## src/rtl/tone_scheduler.sv

```systemverilog
// Tone sequencer: queues {note, duration, rest} commands and plays them beat by beat,
// driving the note ROM index and the PWM gate.
module tone_scheduler #(
    parameter int DEPTH = 4,
    parameter int ARTIC = 1
) (
    input  logic                       clk,
    input  logic                       rst_n,
    input  logic                       beat_strb_i,
    input  logic                       play_en_i,
    input  logic                       flush_i,
    input  logic                       cmd_valid_i,
    output logic                       cmd_ready_o,
    input  logic [5:0]                 cmd_note_i,
    input  logic [3:0]                 cmd_dur_i,
    input  logic                       cmd_rest_i,
    output logic [5:0]                 note_index_o,
    output logic                       gate_o,
    output logic                       note_done_o,
    output logic                       busy_o,
    output logic [$clog2(DEPTH):0]     level_o
);

    // state | meaning
    // IDLE  | nothing playing; pops the FIFO head when running and non-empty
    // PLAY  | current command sounding (or resting), counting down beats
    // GAP   | one silent articulation beat after a command (ARTIC=1 only)

    localparam int PW = $clog2(DEPTH);
    localparam int LW = PW + 1;

    typedef enum logic [1:0] {
        IDLE = 2'd0,
        PLAY = 2'd1,
        GAP  = 2'd2
    } state_t;

    state_t        state, state_nxt;
    logic [10:0]   fifo_mem [DEPTH];
    logic [PW-1:0] wr_ptr, rd_ptr;
    logic [LW-1:0] level;
    logic [4:0]    remaining, remaining_nxt;
    logic          cur_rest, cur_rest_nxt;
    logic [5:0]    note_nxt;
    logic          done_nxt;
    logic          push, pop;
    logic [10:0]   head;
    logic          fifo_empty;

    assign cmd_ready_o = (level < LW'(DEPTH)) & ~flush_i;
    assign push        = cmd_valid_i & cmd_ready_o;
    assign head        = fifo_mem[rd_ptr];
    assign fifo_empty  = (level == '0);
    assign level_o     = level;
    assign busy_o      = (state != IDLE) | ~fifo_empty;
    assign gate_o      = (state == PLAY) & ~cur_rest & play_en_i;

    always_comb begin
        state_nxt     = state;
        remaining_nxt = remaining;
        cur_rest_nxt  = cur_rest;
        note_nxt      = note_index_o;
        done_nxt      = 1'b0;
        pop           = 1'b0;

        if (play_en_i) begin
            case (state)
                IDLE: begin
                    if (!fifo_empty) begin
                        pop           = 1'b1;
                        note_nxt      = head[10:5];
                        remaining_nxt = {~|head[4:1], head[4:1]};
                        cur_rest_nxt  = head[0];
                        state_nxt     = PLAY;
                    end
                end
                PLAY: begin
                    if (beat_strb_i) begin
                        if (remaining == 5'd1) begin
                            done_nxt = 1'b1;
                            if (ARTIC != 0) begin
                                remaining_nxt = '0;
                                state_nxt     = GAP;
                            end else if (!fifo_empty) begin
                                // back-to-back: the finishing strobe is not counted against the new command
                                pop           = 1'b1;
                                note_nxt      = head[10:5];
                                remaining_nxt = {~|head[4:1], head[4:1]};
                                cur_rest_nxt  = head[0];
                            end else begin
                                remaining_nxt = '0;
                                state_nxt     = IDLE;
                            end
                        end else begin
                            remaining_nxt = remaining - 5'd1;
                        end
                    end
                end
                GAP: begin
                    if (beat_strb_i) state_nxt = IDLE;
                end
                default: state_nxt = IDLE;
            endcase
        end

        if (flush_i) begin
            state_nxt     = IDLE;
            remaining_nxt = '0;
            cur_rest_nxt  = 1'b0;
            note_nxt      = '0;
            done_nxt      = 1'b0;
            pop           = 1'b0;
        end
    end

    always_ff @(posedge clk or negedge rst_n) begin
        if (!rst_n) begin
            state        <= IDLE;
            remaining    <= '0;
            cur_rest     <= 1'b0;
            note_index_o <= '0;
            note_done_o  <= 1'b0;
        end else begin
            state        <= state_nxt;
            remaining    <= remaining_nxt;
            cur_rest     <= cur_rest_nxt;
            note_index_o <= note_nxt;
            note_done_o  <= done_nxt;
        end
    end

    always_ff @(posedge clk or negedge rst_n) begin
        if (!rst_n) begin
            wr_ptr <= '0;
            rd_ptr <= '0;
            level  <= '0;
        end else if (flush_i) begin
            wr_ptr <= '0;
            rd_ptr <= '0;
            level  <= '0;
        end else begin
            if (push) wr_ptr <= wr_ptr + PW'(1);
            if (pop)  rd_ptr <= rd_ptr + PW'(1);
            case ({push, pop})
                2'b10:   level <= level + LW'(1);
                2'b01:   level <= level - LW'(1);
                default: level <= level;
            endcase
        end
    end

    // storage needs no reset: occupancy alone decides what is valid
    always_ff @(posedge clk) begin
        if (push) fifo_mem[wr_ptr] <= {cmd_note_i, cmd_dur_i, cmd_rest_i};
    end

endmodule
```

## config.mk

```make
export PLATFORM = sky130hd
export DESIGN_NAME = tone_scheduler
export DESIGN_NICKNAME = d
export VERILOG_FILES = /design/src/rtl/tone_scheduler.sv
export SDC_FILE = /design/constraint.sdc
export NUM_CORES = 1
export LEC_CHECK = 0
export ABC_AREA = 1
export CAP_MARGIN = 30
export CORE_MARGIN = 2
export CORE_UTILIZATION = 60
export DETAILED_ROUTE_END_ITERATION = 8
export GPL_ROUTABILITY_DRIVEN = 0
export PLACE_DENSITY = 0.83
export SETUP_SLACK_MARGIN = 0.15
export SLEW_MARGIN = 0
export SYNTH_ARGS = -nofsm -noshare
export SYNTH_HDL_FRONTEND = slang
export SYNTH_SLANG_ARGS = --single-unit
```

## constraint.sdc

```tcl
create_clock -name clk -period 4.2 [get_ports clk]
set_input_delay 0.84 -clock clk [delete_from_list [all_inputs] [get_ports clk]]
set_output_delay 0.84 -clock clk [all_outputs]
set_load 0.01 [all_outputs]
```

# --- Yosys cells after proc, flatten, opt, wreduce, memory -nomap -nowiden ---
# Memory sizes are Yosys's and may differ from the RTL's.
# Index checks and enable logic that the tools add are counted.
totals:
  register_bits: 22
  ram_bits: 44
  inputBits: 17
  out_inout_bits: 13
  elab_cells: 85
  memories: 1
memory_table:
  columns: ["memory", "depth", "width", "rd", "rd_clocked_by_memory_dff", "wr", "line", "text"]
  rows:
  - ["fifo_mem", 4, 11, 1, 0, 1, "39", "logic [10:0] fifo_mem [DEPTH];"]
op_classes:
  addsub: 5
  order_cmp: 1
  n_eq_ne: 10
  mux: 38
  bitwise: 8
  n_reduce_logical: 14
ops:
  columns: ["operator", "count"]
  rows:
  - ["$mux 5", 5]
  - ["$mux 6", 4]
  - ["$mux 2", 10]
  - ["$mux 1", 15]
  - ["$pmux 5 s2", 1]
  - ["$reduce_bool 2->1", 5]
  - ["$ne 3x3->1 const B", 3]
  - ["$pmux 2 s3", 1]
  - ["$pmux 3 s2", 1]
  - ["$reduce_bool 3->1", 2]
  - ["$eq 5x1->1 const B", 1]
  - ["$reduce_and 5->1", 1]
  - ["$sub 5x1->5 const B", 1]
  - ["$add 2x1->2 const B", 2]
  - ["$and 1x1->1", 4]
  - ["$eq 2x1->1 const B", 2]
  - ["$eq 2x2->1 const B", 2]
  - ["$reduce_and 4->1", 1]
  - ["$reduce_or 4->1", 1]
  - ["$add 3x1->3 const B", 1]
  - ["$logic_not 3->1", 1]
  - ["$lt 3x3->1 const B", 1]
  - ["$mux 3", 1]
  - ["$ne 3x2->1 const B", 1]
  - ["7 further kinds", 9]

# --- Depth between registers and ports, before layout ---
# Gate-level depths: netlist of the first run.
logic_depth:
  word_depth: 8
  mapped_depth: 10
  ltp_nobuf: 10

# --- Worst setup path after synthesis of the first run ---
# Ideal clock, no wire load.
synth_path:
  kind: "input port to output port"
  startpoint: "input play_en_i"
  endpoint: "output gate_o"
  arrival_time_ns: 1.245
  t_required_ns: 3.360
  slack_ns: 2.115
  path_stages: 2
  n_path_buf: 0
  cell_sequence: "inv_1 > nor3_1"
synth_via:
  elab_chain_len: 1
synth_rtl:
  columns: ["element", "line", "text"]
  rows:
  - ["start, declared", "10", "input logic play_en_i,"]
  - ["$and 1x1->1", "56", "assign gate_o = (state == PLAY) & ~cur_rest & play_en_i;"]
  - ["end, declared", "18", "output logic gate_o,"]
# Every way passes these cells.

# --- Final worst setup path of the first run ---
# Ends and elaborated chain as after synthesis.

==> metrics, run 1 <==
First-pass DRT Iterations=4; IO Port Bufs=29; Leakage=1.48 nW; DP Cell Count=372; fmax=327 MHz; syn_nets=303; min-delay src=remaining[4]; Least-Margin Pin Slew=989 ps; syn avg cell area=10.7 um2; share of the yosys chip area belonging to registers=62.5%; # Post-CTS Setup Buffers=0; Hold Slack=483 ps; register clock-pin slew on the reported worst setup and hold paths=70 ps; 1st-iter DRT viols=123; Worst slew margin=33.8%; pin count of the biggest net entering global routing=26; Vias/cell=5.36; most frequent cells in the layout=75 x nand2_1, 44 x edfxtp_1, 29 x clkdlybuf4s50_1, 22 x inv_1, 22 x dfrtp_1; final worst path period need=3060 ps; Boundary Pins=30; final hold vios=0; Mapped Area=2990 um2; Area growth syn-to-layout=19.2%; worst reg2reg setup slack=2170 ps; Top Layer Used=met4; RSZ-0062 raised after global routing=false; ant diodes=0; chip height=74.6 um; Initial Utilization=62.9%; most common cell after layout, fill and taps aside=nand2_1; Worst Skew=6.37 ps; layout cells sized above 1=12.8%; Post-DP HPWL=3910 um; CP startpoint=play_en_i; CTS resizes=0; worst setup path endpoint=gate_o; met1 wire length=2380 um; critical path class=in -> out; routed wl met3=292 um; TritonCTS Sinks=66; Total GRT Usage=23.8%; Core Rows=25; Synth warnings=0; H-tree depth=3; grt ovf=0; min setup slack post-route=1140 ps; pre-CTS setup slack=1140 ps; DR DRC count=0; Peak VDD IR=0.298 mV; total number of vias=2,078; Synth Instances=279; max_cap viols=0; final worst path period share=72.9%; Met2 Wirelength=3050 um; Distinct cells, synth=31; Die Wd=74.6 um; CTS tree=done; WP data required=3360 ps; CTS Buffer Depth=2; initial antenna violation count=0; Inserted Clock Buffers=9; status=completed; Nets=340; first-pass GRT wire length=9520 um; die area=5570 um2; final std cells w/o fill=388; vias in the first global route=2,061; RR Endpoint=remaining[3]; Reg2Reg Depth=7; CTS Hold Bufs=0; WL final=5780 um; Worst setup EP type=output port; Root Driver=clkbuf_8; Arr. time, crit path=2220 ps; FF+latch count, synth=66; Worst Setup Start Kind=input port; P per Cell Area=601 nW/um2; DRT antenna net count=0; r2r startpoint=rd_ptr[0]; clk_lat worst skew=330 ps; Final Setup Violations=0; core area=4750 um2; Hold/Removal Path Class=reg -> reg; Final TNS setup=0 ps; Avg WL per Cell=14.9 um; crit-path max FO=3; Max Slew Vio Count=0
[cells in the mapped netlist, drive strengths merged]
| cell | count | area share [%] |
|---|---|---|
| nand2 | 84 | 12 |
| edfxtp | 44 | 44 |
| inv | 27 | 3.4 |
| nor2 | 23 | 3.6 |
| dfrtp | 22 | 18 |
| o21ai | 21 | 3.6 |
| a21oi | 13 | 2.3 |
| nand3 | 13 | 2.8 |
| a32o | 7 | 2.3 |
| buf | 7 | 1.8 |
| ha | 6 | 2.5 |
| nand4 | 4 | 0.84 |
| nor3 | 2 | 0.33 |
| a22o | 1 | 0.29 |
| fa | 1 | 0.67 |
| nor3b | 1 | 0.42 |
| o22ai | 1 | 0.21 |
| xnor2 | 1 | 0.29 |
| xor2 | 1 | 0.29 |
[where the power goes]
part           switching (mW)  internal (mW)  leakage (nW)
clock network           0.241          0.293        0.0997
registers               0.102          0.790         0.695
logic                   0.423          0.295         0.683
total                   0.766           1.38          1.48
[final cells by class]
| class | instances | area [um2] |
|---|---|---|
| clock buffers | 11 | 141 |
| clock inverters | 5 | 63.8 |
| fillers | 330 | 1190 |
| inverters | 27 | 101 |
| multi-input cells | 179 | 966 |
| flip-flops and latches | 66 | 1870 |
| well taps | 67 | 83.8 |
| repair buffers | 33 | 340 |
[worst min-delay path by stage]
stage                               to  slack, ps  cells past startpoint
after floorplan           remaining[4]        450                      2
final                     remaining[4]        480                      2
after global routing      remaining[4]        510                      2
after CTS                 remaining[4]        490                      2
after global placement    remaining[4]        460                      2
after detailed placement  remaining[4]        470                      2
[stage by stage]
step / utilization (%) / cell area (um2) / total power [mW]
floorplan: - / 2990 / 1.40
global placement: 70.2 / 3340 / 1.59
detailed placement: 70.7 / 3360 / 1.62
CTS: 75.1 / 3570 / 2.16
global route: 75.1 / 3570 / 2.29
finish: 75.1 / 3570 / 2.14
[registers in the layout, summed over array words and instances (netlist names)]
signal and flops:
cur_rest 1, fifo_mem 44, level_o 3, note_done_o 1
note_index_o 6, rd_ptr 2, remaining 5, state 2
wr_ptr 2
[per-layer routing]
layer	up-vias	global-route usage, %
met1	996	30.3
met2	56	39.9
met5	-	0
met4	0	9.52
li1	1022	-
met3	4	5.49
[logic make-up after synthesis]
family,Yosys count,share of synthesized area (%)
flip-flops,66,62.5
AO/OA/AOI/OAI,43,8.78
adder cells (fa/ha/maj),7,3.18
AND/OR/NAND/NOR,127,19.7
XOR/XNOR,2,0.585
buffers and inverters,34,5.18
[critical path, stage by stage]
cell	delay [ps]
clkdlybuf4s50_1	510
inv_1	120
nor3_1	190
clkdlybuf4s50_1	550
(Power assumes the default switching activity.)
==> run 2: changes to the inputs <==
--- a/config.mk
+++ b/config.mk
@@ -8,10 +8,10 @@
 export ABC_AREA = 1
 export CAP_MARGIN = 30
 export CORE_MARGIN = 2
-export CORE_UTILIZATION = 60
+export CORE_UTILIZATION = 51
 export DETAILED_ROUTE_END_ITERATION = 8
 export GPL_ROUTABILITY_DRIVEN = 0
-export PLACE_DENSITY = 0.83
+export PLACE_DENSITY = 0.75
 export SETUP_SLACK_MARGIN = 0.15
 export SLEW_MARGIN = 0
 export SYNTH_ARGS = -nofsm -noshare
==> constraint.sdc (replaced) <==
create_clock -name clk -period 2.5 [get_ports clk]
set_input_delay 0.5 -clock clk [delete_from_list [all_inputs] [get_ports clk]]
set_output_delay 0.5 -clock clk [all_outputs]
set_load 0.01 [all_outputs]
==> run 2 against run 1 <==
  * Sequential power rose by 66%
  * Via count rose by 1.3%
  * Combinational power up 71%
  * Clock-buffer cell count stayed put
  * Hold slack improved by 3.0 ps
  * Clock power increased by 42%
  * Global-route usage down 3.9 points
  * Critical path type unchanged
  * Largest cell class unchanged
==> metrics, run 2 (synthesis results as in run 1) <==
Worst Skew=5.67 ps (-0.707 ps); First-pass DRT Iterations=5 (+1); WP data required=2000 ps (-1360 ps); ant diodes=0 (unchanged); Hold/Removal Path Class=reg -> reg; CP delay by family, top=buffers and inverters; fin area=3540 um2 (-0.67%); Slowest-stage cell, CP=clkdlybuf4s50_1; Area growth syn-to-layout=18.4%; crit-path cells=clkdlybuf4s50_1, nor2_1, clkdlybuf4s50_1; r2r startpoint=level_o[2]; Inserted Clock Buffers=9 (unchanged); Post-DP HPWL=3930 um (+0.54%); Worst Setup Start Kind=input port; Reg2Reg Depth=9 (+2); final worst path period need=2180 ps; Nets=344 (+1.2%); most common cell after layout, fill and taps aside=nand2_1; clk_lat worst skew=340 ps (about the same); RR Endpoint=level_o[2]; layout cells sized above 1=13.2% (+0.46 points); area occupied by multi-input gates=966 um2 (unchanged); Root Driver=clkbuf_8; Peak VDD IR=0.497 mV (+67%); Worst Path Buf+Inv=2 (-1); status=completed; Arr. time, crit path=1680 ps (-540 ps); grt ovf=0 (unchanged); Hold EP=remaining[4]; Largest register FFs=44 (unchanged); max_cap viols=0 (unchanged); fmax=460 MHz; Core Rows=27 (+8.0%); WL final=5770 um (about the same); Total GRT Usage=19.9% (-3.9 points); IO Port Bufs=29 (unchanged); CTS tree=done; cell repeated most along the worst path=clkdlybuf4s50_1; Top Registers=fifo_mem: 44 flops, note_index_o: 6 flops, remaining: 5 flops; final hold vios=0 (unchanged); DR DRC count=0 (unchanged); initial antenna violation count=0 (unchanged); register clock-pin slew on the reported worst setup and hold paths=70 ps (about the same); Avg WL per Cell=14.5 um (-2.3%); P per Cell Area=979 nW/um2 (+63%); Final Setup Violations=0 (unchanged); Boundary Pins=30 (unchanged); Final Util=63.6% (-11 points); worst reg2reg setup slack=760 ps (-1410 ps); die area=6500 um2 (+17%); vias in the first global route=2,102 (+2.0%); critical path class=in -> out; Final TNS setup=0 ps (unchanged); FF+latch area=1870 um2 (unchanged); Worst setup EP type=output port; fillers=456 (+38%); Worst slew margin=68.2% (+34 points); TritonCTS Sinks=66 (unchanged); placed cell area=3380 um2 (+0.48%); CTS Buffer Depth=2 (unchanged); min-delay src=remaining[4]; Least-Margin Pin Slew=477 ps (-512 ps); Die Wd=80.6 um (+8.0%); Largest Register=fifo_mem; hold depth=2 (unchanged); RSZ-0062 raised after global routing=false; pin count of the biggest net entering global routing=23 (-12%); Max Slew Vio Count=0 (unchanged); 1st-iter DRT viols=118 (-4.1%); first-pass GRT wire length=9570 um (+0.50%); core area=5570 um2 (+17%); crit-path max FO=4 (+1); Leakage=1.48 nW (+0.21%); DRT antenna net count=0 (unchanged); total number of vias=2,106 (+1.3%); Initial Utilization=53.7% (-9.3 points); H-tree depth=3 (unchanged); CTS Hold Bufs=0 (unchanged); final worst path period share=87.0%; # Post-CTS Setup Buffers=0 (unchanged); max incr delay on CP=540 ps (about the same); most frequent cells in the layout=75 x nand2_1, 44 x edfxtp_1, 28 x clkdlybuf4s50_1, 22 x inv_1, 22 x dfrtp_1; Vias/cell=5.30 (-0.95%); chip height=80.6 um (+8.0%)
-- run 2: tightest hold or removal path: stages, from the launching register on --
cell and delay (ps):
dfrtp_1 340, nand2_1 60, nand2_1 60
-- run 2: worst max-delay path by stage --
stage              start              to  slack [ps]  cells past startpoint
3_3_place_gp   play_en_i          gate_o         200                      4
5_1_grt          flush_i     cmd_ready_o         250                      3
2_1_floorplan    flush_i  fifo_mem[0][0]         800                      3
4_1_cts        play_en_i          gate_o         160                      4
6_report         flush_i     cmd_ready_o         320                      3
3_5_place_dp   play_en_i          gate_o         170                      4
-- run 2: through the flow --
stage / total power [mW] / setup WS (ps) / instances / hold slack, ps
final: 3.47 / 324 / 397 / 486
after global placement: 2.70 / 202 / 381 / 465
after floorplan: 2.36 / 803 / 279 / 204
after detailed placement: 2.74 / 169 / 381 / 472
after CTS: 3.49 / 162 / 397 / 490
after global routing: 3.70 / 251 / 397 / 523
-- run 2: power breakdown --
group	switching (mW)	leakage, nW	internal, mW
Sequential	0.151	0.695	1.33
Combinational	0.733	0.712	0.502
Clock	0.401	0.0730	0.355
Total	1.29	1.48	2.18
-- run 2: timing repair --
action,4_1_cts,5_1_grt
gates resized for setup,0,1
hold endpoints to repair,0,0
setup endpoints to repair,0,1
-- run 2: per-layer routing --
| metal | routed length (um) | global-route usage [%] |
|---|---|---|
| met3 | 246 | 5.39 |
| met5 | 0 | 0 |
| met2 | 2870 | 33.3 |
| met1 | 2560 | 24.5 |
| met4 | 93 | 7.63 |
-- run 2: final cells by class --
type,count,area share [%]
Multi-Input combinational cell,179,27.3
Timing Repair Buffer,37,9.95
Clock buffer,11,3.71
Tap cell,72,2.54
Sequential cell,66,52.8
Clock inverter,5,0.882
Inverter,27,2.86
